--- src/rtl/odo_round_engine.sv ---
`default_nettype none
// ============================================================================
//  Module   : odo_round_engine
//  Purpose  : Iterative Odo round engine. Accepts one WORDS x 32-bit block on
//             a valid/ready input, applies an XOR-fold pre-mix, runs a
//             runtime-selected number of rounds (one per clock, clamped to
//             ROUNDS_MAX) and presents the result on a valid/ready output.
//
//  Ports    : clk          clock, all state on rising edge
//             rst_n        asynchronous active-low reset
//             in_valid     input block offered
//             in_ready     engine can accept (0 while rst_n low)
//             in_data      block, word i = in_data[32*i +: 32]
//             in_key       round key, latched on accept
//             in_rounds    requested rounds, latched on accept (clamped)
//             out_valid    result available
//             out_ready    downstream consumes result
//             out_data     result block (qualified by out_valid only)
//             busy         engine is in ROUND or DONE
//             blocks_done  count of consumed results, wraps at 2^32
//
//  Revision : 1.0  initial release
// ============================================================================
module odo_round_engine #(
    parameter int WORDS      = 20,
    parameter int ROUNDS_MAX = 84,
    parameter int ROT        = 8
) (
    input  logic                              clk,
    input  logic                              rst_n,
    input  logic                              in_valid,
    output logic                              in_ready,
    input  logic [32*WORDS-1:0]               in_data,
    input  logic [31:0]                       in_key,
    input  logic [$clog2(ROUNDS_MAX+1)-1:0]   in_rounds,
    output logic                              out_valid,
    input  logic                              out_ready,
    output logic [32*WORDS-1:0]               out_data,
    output logic                              busy,
    output logic [31:0]                       blocks_done
);

    localparam int c_DW = 32 * WORDS;
    localparam int c_RW = $clog2(ROUNDS_MAX + 1);

    localparam logic [c_RW-1:0] c_ROUNDS_MAX = c_RW'(ROUNDS_MAX);
    localparam logic [c_RW-1:0] c_ONE        = c_RW'(1);

    localparam logic [1:0] c_S_IDLE  = 2'd0;
    localparam logic [1:0] c_S_ROUND = 2'd1;
    localparam logic [1:0] c_S_DONE  = 2'd2;

    logic [1:0]      r_fsm;
    logic [c_DW-1:0] r_state;
    logic [31:0]     r_key;
    logic [c_RW-1:0] r_rcnt;
    logic [c_RW-1:0] r_rlim;
    logic [c_DW-1:0] r_out_data;
    logic [31:0]     r_blocks_done;

    logic            w_in_ready;
    logic            w_accept;
    logic            w_last_round;
    logic [c_RW-1:0] w_rlim_in;
    logic [31:0]     w_fold;
    logic [c_DW-1:0] w_premix;
    logic [c_DW-1:0] w_round;

    // Ready is gated by rst_n so nothing can be offered into a held reset.
    // The DONE term lets a new block enter in the same cycle the old result
    // leaves, so back-to-back blocks run without a bubble.
    assign w_in_ready   = rst_n && ((r_fsm == c_S_IDLE) ||
                                    ((r_fsm == c_S_DONE) && out_ready));
    assign w_accept     = in_valid && w_in_ready;
    assign w_rlim_in    = (in_rounds > c_ROUNDS_MAX) ? c_ROUNDS_MAX : in_rounds;
    assign w_last_round = (r_rcnt == (r_rlim - c_ONE));

    // Pre-mix: every word is XORed with the XOR of all words.
    always_comb begin
        w_fold   = '0;
        w_premix = '0;
        for (int i = 0; i < WORDS; i++) begin
            w_fold = w_fold ^ in_data[32*i +: 32];
        end
        for (int i = 0; i < WORDS; i++) begin
            w_premix[32*i +: 32] = in_data[32*i +: 32] ^ w_fold;
        end
    end

    // One round: rotate each word left and mix in its upper neighbour
    // (wrapping); word 0 also absorbs the key and the round index.
    for (genvar gi = 0; gi < WORDS; gi++) begin : g_word
        localparam int c_NXT = (gi + 1) % WORDS;
        logic [31:0] w_cur;
        logic [31:0] w_rot;
        logic [31:0] w_mix;
        assign w_cur = r_state[32*gi +: 32];
        assign w_rot = (w_cur << ROT) | (w_cur >> (32 - ROT));
        assign w_mix = w_rot ^ r_state[32*c_NXT +: 32];
        if (gi == 0) begin : g_first
            assign w_round[31:0] = w_mix ^ r_key ^ 32'(r_rcnt);
        end else begin : g_rest
            assign w_round[32*gi +: 32] = w_mix;
        end
    end

    always_ff @(posedge clk or negedge rst_n) begin
        if (!rst_n) begin
            r_fsm         <= c_S_IDLE;
            r_state       <= '0;
            r_key         <= '0;
            r_rcnt        <= '0;
            r_rlim        <= '0;
            r_out_data    <= '0;
            r_blocks_done <= '0;
        end else begin
            if ((r_fsm == c_S_DONE) && out_ready) begin
                r_blocks_done <= r_blocks_done + 32'd1;
            end

            // An accept can only occur in IDLE or in a consuming DONE cycle,
            // so it takes priority over the per-state behaviour below.
            if (w_accept) begin
                r_state <= w_premix;
                r_key   <= in_key;
                r_rcnt  <= '0;
                r_rlim  <= w_rlim_in;
                if (w_rlim_in == '0) begin
                    r_fsm      <= c_S_DONE;
                    r_out_data <= w_premix;
                end else begin
                    r_fsm      <= c_S_ROUND;
                end
            end else begin
                case (r_fsm)
                    c_S_IDLE: begin
                        r_fsm <= c_S_IDLE;
                    end
                    c_S_ROUND: begin
                        r_state <= w_round;
                        r_rcnt  <= r_rcnt + c_ONE;
                        if (w_last_round) begin
                            r_fsm      <= c_S_DONE;
                            r_out_data <= w_round;
                        end
                    end
                    c_S_DONE: begin
                        if (out_ready) begin
                            r_fsm <= c_S_IDLE;
                        end
                    end
                    default: begin
                        r_fsm <= c_S_IDLE;
                    end
                endcase
            end
        end
    end

    assign in_ready    = w_in_ready;
    assign out_valid   = (r_fsm == c_S_DONE);
    assign busy        = (r_fsm == c_S_ROUND) || (r_fsm == c_S_DONE);
    assign out_data    = r_out_data;
    assign blocks_done = r_blocks_done;

endmodule
`default_nettype wire

--- config.mk ---
export PLATFORM = sky130hd
export DESIGN_NAME = odo_round_engine
export DESIGN_NICKNAME = d
export VERILOG_FILES = /design/src/rtl/odo_round_engine.sv
export SDC_FILE = /design/constraint.sdc
export NUM_CORES = 2
export LEC_CHECK = 0
export CAP_MARGIN = 40
export CORE_AREA = 3 3 522 524
export CTS_CLUSTER_SIZE = 25
export DETAILED_ROUTE_END_ITERATION = 10
export DIE_AREA = 0 0 525 527
export HOLD_SLACK_MARGIN = 0.15
export REMOVE_ABC_BUFFERS = 1
export SLEW_MARGIN = 15
export SYNTH_ARGS = -nofsm -noshare
export SYNTH_HDL_FRONTEND = slang
export SYNTH_SLANG_ARGS = --single-unit
--- constraint.sdc ---
create_clock -name clk -period 3.35 [get_ports clk]
set_input_delay 0.67 -clock clk [delete_from_list [all_inputs] [get_ports clk]]
set_output_delay 0.67 -clock clk [all_outputs]
set_load 0.02 [all_outputs]
==> metrics <==
multi-input combinational cell area 0.0404 mm2; post-layout min period about 3.1 ns; layout cells sized above 1 13.6%; H-tree Lvls 4; Placer Congestion 0.963; Seq cells post-synth 1,360; Die H 527 um; count of cell types in the netlist roughly 50; most frequent cells in the layout 1,626 x xnor2_1, 1,360 x dfrtp_1, 1,354 x clkdlybuf4s50_1, 1,133 x nor2_1, 943 x nand2_1; CP cell instances inv_1 -> ha_1 -> and2_1 -> o21a_1 -> dlygate4sd2_1; Worst Setup Start Kind register; CTS tree yes; die area 0.277 mm2; number of setup buffers added after CTS 0; drt first pass iters 6; initial DRC count 6,092; Rows 190; Max clock buf depth 3; syn_area_per_cell 9.18 um2; largest net degree at the start of global routing 157; vias per std cell 4.95; fraction of registers with async set/reset 100%; post-synthesis sequential area ratio 44.1%; power after layout 121 mW; Setup WS post-layout between 0.2 and 0.25 ns; clk slew on worst S/H paths around 0.060 ns; fin crit share 93.8%; Sink Count 1,360; grt ovf 0; mapped cell area 0.0772 mm2; port bufs 1,357; unrepaired setup endpoints after global routing false; Die X 525 um; Initial Util 28.8%; antenna violations before repair 46; CORE AREA 0.268 mm2; dominant synthesized flop cell dfrtp_1; I/O Pins 1,358; Max stage delay on crit path about 0.44 ns; FMAX between 0.3 and 0.4 GHz; CP max stage cell dfrtp_1; Syn. warnings 0; Area after DPL just under 0.1 mm2; final slew viol count 0; pre-CTS setup slack -0.297 ns; final setup fails 0; worst-case vdd ir drop 0.812 mV; static leakage 41.7 nW; total track usage 23.7%; leading cell type in the layout, fill and taps excluded xnor2_1; Critical Path End Type output pin; EDFF count, synth 0; WL final 339,000 um; Post-route DRC 0; number of hold violations in the final report 0; Worst EP arrival 2.47 ns; CTS buffer count around 160; vias in the first global route 66,989; CP delay by family, top buffers and inverters; worst slew pin tran 1.14 ns; MaxCap Viol Count 0; relative slew slack 23.7%; CTS Root Cell clkbuf_16; routed len/inst 24.9 um; Nets 10,571; CP Data Required Time 2.68 ns; area grow syn2layout 33.4%; status complete, no violations; Crit path buffers/inverters 2; PwrDens between 1000 and 1500 mW/mm2; DPL Wire Length 269,000 um; WS Path Type reg -> out; FF+latch area 0.0340 mm2; Detail Route Antenna Nets 0; first-pass GRT wire length ~490,000 um; Mapped Cells roughly 8,400; Clk Latency, worst-skew pair 0.82 ns; Hold Crit Class in -> async; final instance area 0.103 mm2; vias post-DR ~67,000; worst setup path startpoint r_fsm[0]$_DFFE_PN0P_; Worst Skew 0.0577 ns; filler instances 26,704; reg2reg start r_fsm[0]$_DFFE_PN0P_; crit-path max FO 5
[cell usage after synthesis, types with 2 or more instances]
cell	n	area share, %
a21oi_1	511	3.3
a31oi_1	582	4.7
a41o_1	2	0.026
a41oi_1	14	0.16
a41oi_2	5	0.11
and2_1	3	0.024
and3_1	4	0.032
buf_1	15	0.073
buf_12	4	0.10
buf_2	150	0.97
buf_4	52	0.51
buf_6	32	0.47
clkbuf_1	309	1.5
dfrtp_1	1360	44
ha_1	7	0.11
inv_1	7	0.034
mux2_2	33	0.48
mux2i_1	85	1.1
nand2_1	945	4.6
nand2b_1	5	0.041
nand3_1	57	0.37
nand3b_1	2	0.019
nand4_1	6	0.049
nor2_1	1133	5.5
nor2b_1	3	0.024
nor3_1	5	0.032
nor4_1	2	0.016
o211ai_1	18	0.17
o21ai_0	623	4.0
o21ai_1	2	0.013
o221a_2	6	0.087
or2_2	519	4.2
or3_1	18	0.15
xnor2_1	1626	18
xnor2_2	12	0.25
xnor3_1	64	1.9
xnor3_2	7	0.22
xor2_1	174	2.0
[registers in the layout (all words and copies together), names as in the netlist]
signal,flops
blocks_done,32
out_data,640
r_fsm,2
r_key,32
r_rcnt,7
r_rlim,7
r_state,640
[cell families (layout without fill, tap and decap cells)]
logic type	after synthesis	after routing	share of synthesized area, %
AND/OR/NAND/NOR	2706	2706	15.1
XOR/XNOR	1883	1883	22.7
AO/OA/AOI/OAI	1771	1771	12.7
flip-flops	1360	1360	44.1
buffers and inverters	570	2167	3.66
multiplexers	118	118	1.58
adder cells (fa/ha/maj)	7	7	0.113
other	0	32	0
[worst reg2reg max path, delay by kind of cell, from the launching register on]
family	cells	cell delay, ns
AND/OR/NAND/NOR	5	1.05
flip-flops	1	0.44
buffers and inverters	3	0.81
AO/OA/AOI/OAI	2	0.39
adder cells (fa/ha/maj)	1	0.22
[stage by stage]
stage               hold WS, ns  TNS [ns]  instances  utilization [%]
finish                    0.374         0      13596             38.5
global route              0.316         0      13592             38.5
CTS                       0.311         0      13564             38.4
detailed placement        0.459    -13.70      13267             36.4
global placement          0.452     -9.92      13259             36.3
floorplan                 0.374         -       7852                -
[cell type report]
type	instances	share of cell area [%]
Sequential cell	1360	33.0
Antenna cell	32	0.0777
Inverter	7	0.0328
Timing Repair Buffer	1864	18.0
Clock buffer	241	4.67
Clock inverter	55	0.658
Tap cell	3552	4.31
Multi-Input combinational cell	6485	39.2
[routing by layer]
metal	wire length [um]	share of wire [%]	track usage [%]	vias up
li1	-	-	-	30863
met1	144000	43	31.0	33436
met2	152000	45	37.1	2509
met3	27500	8.1	6.38	465
met4	14300	4.2	9.49	10
met5	70	0.021	0	-
[worst paths after layout]
kind / end / slack [ns] / depth (start not counted)
min in group clk: r_key[3]$_DFFE_PN0P_ / 0.41 / 3
min: out_data[335]$_DFFE_PN0P_ / 0.37 / 2
max in group asynchronous: blocks_done[10]$_DFFE_PN0P_ / 1.15 / 4
min reg2reg: out_data[618]$_DFFE_PN0P_ / 0.47 / 2
max reg2reg: out_data[632]$_DFFE_PN0P_ / 0.40 / 11
max: in_ready / 0.21 / 5
[report_power, final]
part           internal (mW)  total [mW]  switching, mW
sequential              24.3        33.5           9.17
combinational           32.0        68.7           36.7
clock                   10.7        18.4           7.69
[what timing repair did]
action	4_1_cts	5_1_grt
hold buffers	1	0
hold endpoints to repair	323	0
endpoints found under the setup margin	1	0
resized for setup	1	0
No activity file was read; power rests on OpenSTA's default activity.
